[config.mk]
export PLATFORM = sky130hd
export DESIGN_NAME = store_size_rmw
export DESIGN_NICKNAME = d
export VERILOG_FILES = /design/src/rtl/store_size_rmw.sv
export SDC_FILE = /design/constraint.sdc
export NUM_CORES = 1
export LEC_CHECK = 0
export BUFFER_PORTS_ARGS = -buffer_cell sky130_fd_sc_hd__clkbuf_2
export CORE_MARGIN = 5
export CORE_UTILIZATION = 23
export DETAILED_ROUTE_END_ITERATION = 16
export SYNTH_ARGS = -nofsm -noshare
export SYNTH_HDL_FRONTEND = slang
export SYNTH_SLANG_ARGS = --single-unit
[constraint.sdc]
create_clock -name clk -period 4.1 [get_ports clk]
set_clock_uncertainty 0.15 [all_clocks]
set_input_delay 0.41 -clock clk [delete_from_list [all_inputs] [get_ports clk]]
set_output_delay 0.41 -clock clk [all_outputs]
set_load 0.01 [all_outputs]
[src/rtl/store_size_rmw.sv]
// Store-size unit: performs sw directly and sh/sb as read-modify-write on word-addressed memory.
// The control unit sequences it with a start/done handshake; err flags misaligned or illegal sizes.
module store_size_rmw (
    input  logic        clk,
    input  logic        reset,
    input  logic        start,
    input  logic [1:0]  ss_ctrl,
    input  logic [31:0] addr,
    input  logic [31:0] b_data,
    input  logic [31:0] mem_rdata,
    output logic [31:0] mem_addr,
    output logic [31:0] mem_wdata,
    output logic        mem_wr,
    output logic        busy,
    output logic        done,
    output logic        err
);

    typedef enum logic [1:0] {
        SIZE_WORD = 2'b00,
        SIZE_HALF = 2'b01,
        SIZE_BYTE = 2'b10,
        SIZE_BAD  = 2'b11
    } storeSizeE;

    typedef enum logic [2:0] {
        IDLE,
        READ,
        WAIT,
        WRITE,
        DONE,
        ERR
    } stateE;

    stateE     state;
    stateE     nextState;
    storeSizeE reqSize;
    storeSizeE capSize;
    logic [1:0]  capLane;
    logic [15:0] capData;
    logic        accept;
    logic        reqLegal;
    logic [3:0]  byteEn;
    logic [31:0] laneData;
    logic [31:0] mergedWord;
    logic        nextMemWr;
    logic        nextBusy;
    logic        nextDone;
    logic        nextErr;

    assign reqSize = storeSizeE'(ss_ctrl);
    assign accept  = (state == IDLE) && start;

    always_comb begin
        reqLegal = 1'b0;
        case (reqSize)
            SIZE_WORD: reqLegal = (addr[1:0] == 2'b00);
            SIZE_HALF: reqLegal = ~addr[0];
            SIZE_BYTE: reqLegal = 1'b1;
            default:   reqLegal = 1'b0;
        endcase
    end

    // NOTE: sequential state is only ever updated with non-blocking assignments.
    always_ff @(posedge clk) begin
        if (reset) begin
            state <= IDLE;
        end else begin
            state <= nextState;
        end
    end

    always_comb begin
        nextState = state;
        case (state)
            IDLE: begin
                if (start) begin
                    if (!reqLegal)                   nextState = ERR;
                    else if (reqSize == SIZE_WORD)   nextState = WRITE;
                    else                             nextState = READ;
                end
            end
            READ:    nextState = WAIT;
            WAIT:    nextState = WRITE;
            WRITE:   nextState = DONE;
            DONE:    nextState = IDLE;
            ERR:     nextState = IDLE;
            default: nextState = IDLE;
        endcase
    end

    // Outputs are decoded from the state being entered, then registered below.
    always_comb begin
        nextMemWr = (nextState == WRITE);
        nextBusy  = (nextState == READ) || (nextState == WAIT) ||
                    (nextState == WRITE) || (nextState == DONE);
        nextDone  = (nextState == DONE);
        nextErr   = (nextState == ERR);
    end

    // Lane merge: replicate the store data across all lanes, then pick per byte.
    always_comb begin
        byteEn     = 4'b0000;
        laneData   = {4{capData[7:0]}};
        mergedWord = mem_rdata;
        if (capSize == SIZE_HALF) begin
            byteEn   = capLane[1] ? 4'b1100 : 4'b0011;
            laneData = {2{capData}};
        end else begin
            byteEn   = 4'b0001 << capLane;
        end
        for (int i = 0; i < 4; i++) begin
            if (byteEn[i]) mergedWord[8*i +: 8] = laneData[8*i +: 8];
        end
    end

    // NOTE: capture registers carry no reset; they are always written on accept before being read.
    always_ff @(posedge clk) begin
        if (accept) begin
            capSize <= reqSize;
            capLane <= addr[1:0];
            capData <= b_data[15:0];
        end
    end

    always_ff @(posedge clk) begin
        if (reset) begin
            mem_addr  <= '0;
            mem_wdata <= '0;
            mem_wr    <= 1'b0;
            busy      <= 1'b0;
            done      <= 1'b0;
            err       <= 1'b0;
        end else begin
            mem_wr <= nextMemWr;
            busy   <= nextBusy;
            done   <= nextDone;
            err    <= nextErr;
            if (accept && reqLegal) begin
                mem_addr <= {addr[31:2], 2'b00};
                if (reqSize == SIZE_WORD) mem_wdata <= b_data;
            end
            if (state == WAIT) mem_wdata <= mergedWord;
        end
    end

endmodule

After elaboration in Yosys (flattened, before gate mapping)

Cells that the tools add are included.

Equal/unequal tests: 11
Shift operators: 1
Reduce and logical (&&, ||, !) cells: 11
Bitwise operators: 1
Mux-type cells: 15

Operators by type and width:

| cell                | count |
|---|---|
| $mux 32             | 4 |
| $mux 8              | 4 |
| $eq 3x2->1 const B  | 4 |
| $pmux 3 s4          | 1 |
| $mux 4              | 2 |
| $eq 3x1->1 const B  | 2 |
| $eq 3x3->1 const B  | 2 |
| $mux 3              | 2 |
| $eq 2x1->1 const B  | 2 |
| $logic_not 2->1     | 2 |
| $reduce_bool 2->1   | 2 |
| $shl 1x2->4 const A | 1 |
| $logic_not 3->1     | 1 |
| $logic_or 1x1->1    | 3 |
| $pmux 1 s3          | 1 |
| $eq 2x2->1 const B  | 1 |
| $logic_and 1x1->1   | 2 |
| $mux 2              | 1 |
| $reduce_and 2->1    | 1 |
| $not 1->1           | 1 |

Output and inout port bits: 68
Input bits: 101
Logic and storage cells: 49
Bits in registers: 89

Longest topological paths before layout

Word-level depth: 9
Depth in mapped cells: 6
Mapped depth without buffers: 5

Worst setup path after synthesis

No wires, ideal clock.

Path type: flip-flop to flip-flop
Start point: register state[2]
End point: register capData[0] (enable)
Slack: 2.207 ns
Clock period less this slack: 1.893 ns
Cell stages (with the launch flop): 4
Arrival: 1.382 ns
Path through: dfxtp_1 > or4b_4 > clkinv_2 > buf_2

Longest elaborated chain between the ends: 2

Ends and longest elaborated chain:

| what                     | RTL line | RTL |
|---|---|---|
| start: declaration       | 35       | `stateE state;` |
| start signal: assignment | 69       | `state <= nextState;` |
| $logic_not 3->1          | 52       | `assign accept = (state == IDLE) && start;` |
| $logic_and 1x1->1        | 52       |  |
| named net accept         | 41       | `logic accept;` |
| end signal: assignment   | 122      | `capData <= b_data[15:0];` |
| end: declaration         | 40       | `logic [15:0] capData;` |

The timed path passes the listed nets, and every way through them passes these cells.
A chain may end at the register's enable or synchronous reset.

Worst setup path after layout

Start point: register state[1]
End point: register mem_wdata[28]

Longest elaborated chain between the ends: 5
Elaborated cells between the ends (all ways): 8
Classes of those cells: eq/ne (1); mux (1); reduce/logical (6)

Ends and longest elaborated chain:

| what                        | RTL line | RTL |
|---|---|---|
| $logic_not 3->1             | 52       |  |
| $logic_and 1x1->1           | 52       |  |
| $logic_and 1x1->1           | 139      | `if (accept && reqLegal) begin` |
| $reduce_bool 2->1 (no line) | -        |  |
| $reduce_and 2->1 (no line)  | -        |  |
| end signal: assignment      | 141      | `if (reqSize == SIZE_WORD) mem_wdata <= b_data;` |
| end signal: assignment      | 143      | `if (state == WAIT) mem_wdata <= mergedWord;` |
| end: declaration            | 12       | `output logic [31:0] mem_wdata,` |

Parallel ways exist; a longest one is shown, timed or not.

==> impl_metrics.csv <==
group,metric,value,unit
critical_path,start_kind,"flop",
clock_network,clockBufferDepth,2,
sta,timing.final.crit_share,63.3,%
placed_design,gp_congestion,0.818,
critical_path,critical_path.cell_chain,"or4b_4, clkinv_2, nand2_4, mux2i_1, o22ai_1",
die,die_h,137,um
synthesis,syn-cell-area,0.00373,sq mm
die,ioPinCount,169,
critical_path,path_class,"reg2reg",
status,outcome,"finished clean",
detailed_routing,dr.pass1.iters,4,
grt,grt_pass1_vias,3547,
finish,final_cells,729,
synthesis,synthSimpleGateAreaFrac,8.36,%
finish,fillCellCount,1674,
placed_design,dp_hpwl,8770,um
critical_path,critPathSlowestCell,"or4b_4",
finish,ff_latch_area,0.00198,sq mm
detailed_routing,ant_nets,0,
worst_hold_path,min_to,"capData[1]$_DFFE_PP_",
clock_network,cts_post_setup_buffers_inserted,0,
critical_path,ff2ff_path_depth,5,
critical_path,crit_fanout,32,
clock_network,cts_resized,0,
clock_network,holdBufCountCts,0,
die,die_x,137,um
clock_network,clkTransAtPathRegs,60,ps
clock_network,htree_levels,3,
finish,n_antenna_cell,0,
finish,multi_input_area,0.00159,sq mm
detailed_routing,totalWireLength,12100,um
sta,period_needed,2590,ps
grt,grt_pass1_wl,18300,um
synthesis,synth_edf_count,20,
finish,layout.nets,609,
placed_design,io_buffers,166,
clock_network,clkSinkCount,89,
critical_path,critical_path_required,4160,ps
placed_design,dp_cells,713,
die,die_area,0.0189,sq mm
synthesis,syn_area_per_cell,10.4,sq um
critical_path,r2r_setup_slack,1510,ps
grt,grt.total_usage,12.6,%
detailed_routing,drc,0,
critical_path,r2r-end,"mem_wdata[28]$_SDFFE_PP0P_",
critical_path,path_delay_family,"simple AND/OR/NAND/NOR gates",
synthesis,yosys_most_used_dff,"dfxtp_1",
sta,final_hold_viol_count,0,
finish,postLayoutCoreUtil,31.4,%
clock_network,cts-root-buf,"clkbuf_16",
sta,relSlewSlack,37.4,%
detailed_routing,drtIter0Drc,140,
worst_hold_path,min_path_type,"in2reg",
synthesis,synth_cell_types,35,
die,rows,46,
die,core_area,0.0159,sq mm
synthesis,synthAdderAreaFrac,0,%
clock_network,clk-insertion-delay-late,340,ps
sta,worst_slew_pin_slew,938,ps
critical_path,crit_buf_inv,1,
sta,setup_viol,0,
worst_hold_path,hold_start,"b_data[1]",
pwr,p_leak,2.32,nW
die,start_util,23.5,%
critical_path,cp.arrival,2660,ps
synthesis,synthMuxAreaShare,15.2,%
synthesis,ys_warn_count,0,
critical_path,cp-end-kind,"flop",
pwr,p_per_area,433,mW/mm^2
job,maxCapViolations,0,
worst_hold_path,hold_depth,1,
grt,grt_max_degree,39,
clock_network,cts_buffers,9,
sta,drv_slew,0,
synthesis,synth_compound_area_share,18.3,%
finish,syn2layout_area_growth,33.8,%
grt,overflow,0,
synthesis,yosys_register_bits,89,
detailed_routing,routedWlPerCell,16.6,um
sta,rsz0062_at_grt,"no",
sta,fmax,385,MHz
pwr,irDropWorstVdd,0.194,mV
finish,drive_above_1_share,38.4,%
synthesis,synthXorXnorAreaFrac,0.235,%
detailed_routing,via_count,3403,
critical_path,rr_startpoint,"state[1]$_SDFF_PP0_",
synthesis,synth_top_family_by_area,"compound AO/OA/AOI/OAI gates",
critical_path,path_depth,5,
critical_path,critPathMaxStageDelay,710,ps
grt,antenna_found_initial,0,
synthesis,seq_area_frac_synth,53.2,%
sta,setup_tns,0,ps
clock_network,cts_tree,"yes",
synthesis,async_reset_ff_share,0,%
detailed_routing,routed_via_density,4.67,
synthesis,syn_inst,358,
[cell type report]
type                            instances  area share [%]
Clock buffer                           10            4.59
Timing Repair Buffer                  170            17.3
Multi-Input combinational cell        234            31.8
Tap cell                              216            5.42
Clock inverter                          6           0.803
Sequential cell                        89            39.7
Inverter                                4           0.326
[kinds of logic (layout without fill, tap and decap cells)]
kind of cell | count (synthesis) | after routing
other | 1 | 2
muxes | 56 | 56
AOI/OAI and AO/OA | 119 | 119
buffers and inverters | 36 | 190
and+or+nand+nor | 56 | 56
DFF | 89 | 89
xor gates and xnor gates | 1 | 1
[flip-flops by register name, indices dropped and copies added, names as in the netlist]
signal	cells
capData	16
mem_wr	1
busy	1
done	1
mem_addr	30
capSize	2
err	1
state	3
capLane	2
mem_wdata	32
[placed cells by master (no fill, tap or decap), types with 3 or more instances in the layout]
cell type | netlist | final
a21o_1 | 3 | 3
a21oi_1 | 34 | 34
buf_4 | 2 | 4
clkbuf_16 | 0 | 9
clkbuf_2 | 0 | 166
dfxtp_1 | 69 | 69
edfxtp_1 | 20 | 20
inv_4 | 0 | 3
mux2_2 | 6 | 6
mux2i_1 | 50 | 50
nand2b_1 | 10 | 10
nand3_1 | 30 | 30
nor2_1 | 4 | 4
o21ai_0 | 30 | 30
o22ai_1 | 45 | 44
[report_power, final]
| part | internal, W | switching (W) | leakage [nW] |
|---|---|---|---|
| Clock | 0.000413 | 0.000351 | 0.134 |
| Combinational | 0.000156 | 0.000222 | 1.43 |
| Sequential | 0.000973 | 0.0000453 | 0.751 |
| Total | 0.00154 | 0.000618 | 2.32 |
[how the worst max path moves through the flow]
stage                         from                    endpoint  slack [ps]
2_1_floorplan  state[2]$_SDFF_PP0_        capData[0]$_DFFE_PP_        2210
6_report       state[1]$_SDFF_PP0_  mem_wdata[28]$_SDFFE_PP0P_        1510
3_3_place_gp                 start  mem_wdata[24]$_SDFFE_PP0P_        1470
3_5_place_dp                 start  mem_wdata[28]$_SDFFE_PP0P_        1390
5_1_grt        state[0]$_SDFF_PP0_  mem_wdata[25]$_SDFFE_PP0P_        1330
4_1_cts        state[2]$_SDFF_PP0_  mem_wdata[10]$_SDFFE_PP0P_        1470
[synth_stat cells (3+ instances only)]
cell | count | area [sq um]
a21o_1 | 3 | 22.5
a21oi_1 | 34 | 170
buf_2 | 4 | 20.0
buf_6 | 3 | 33.8
clkbuf_1 | 21 | 78.8
dfxtp_1 | 69 | 1380
edfxtp_1 | 20 | 601
mux2_2 | 6 | 67.6
mux2i_1 | 50 | 500
nand2b_1 | 10 | 62.6
nand3_1 | 30 | 150
nor2_1 | 4 | 15.0
o21ai_0 | 30 | 150
o22ai_1 | 45 | 282
[routing by layer]
layer	global-route usage (%)	up-vias	share of wire [%]
met5	0	-	0
met4	3.38	0	1.1
met3	5.51	10	11
met2	21.5	172	47
met1	14.5	1583	41
li1	-	1638	-
[stage by stage]
stage	cell area [sq um]	hold slack, ps	total power, W	setup WS, ps
CTS	4990	91.5	0.00220	1470
detailed placement	4720	319	0.00142	1390
global route	4990	88.4	0.00227	1330
global placement	4720	313	0.00141	1470
finish	4990	112	0.00216	1510
floorplan	3730	326	0.00125	2210
No activity file was read; power rests on OpenSTA's default activity.
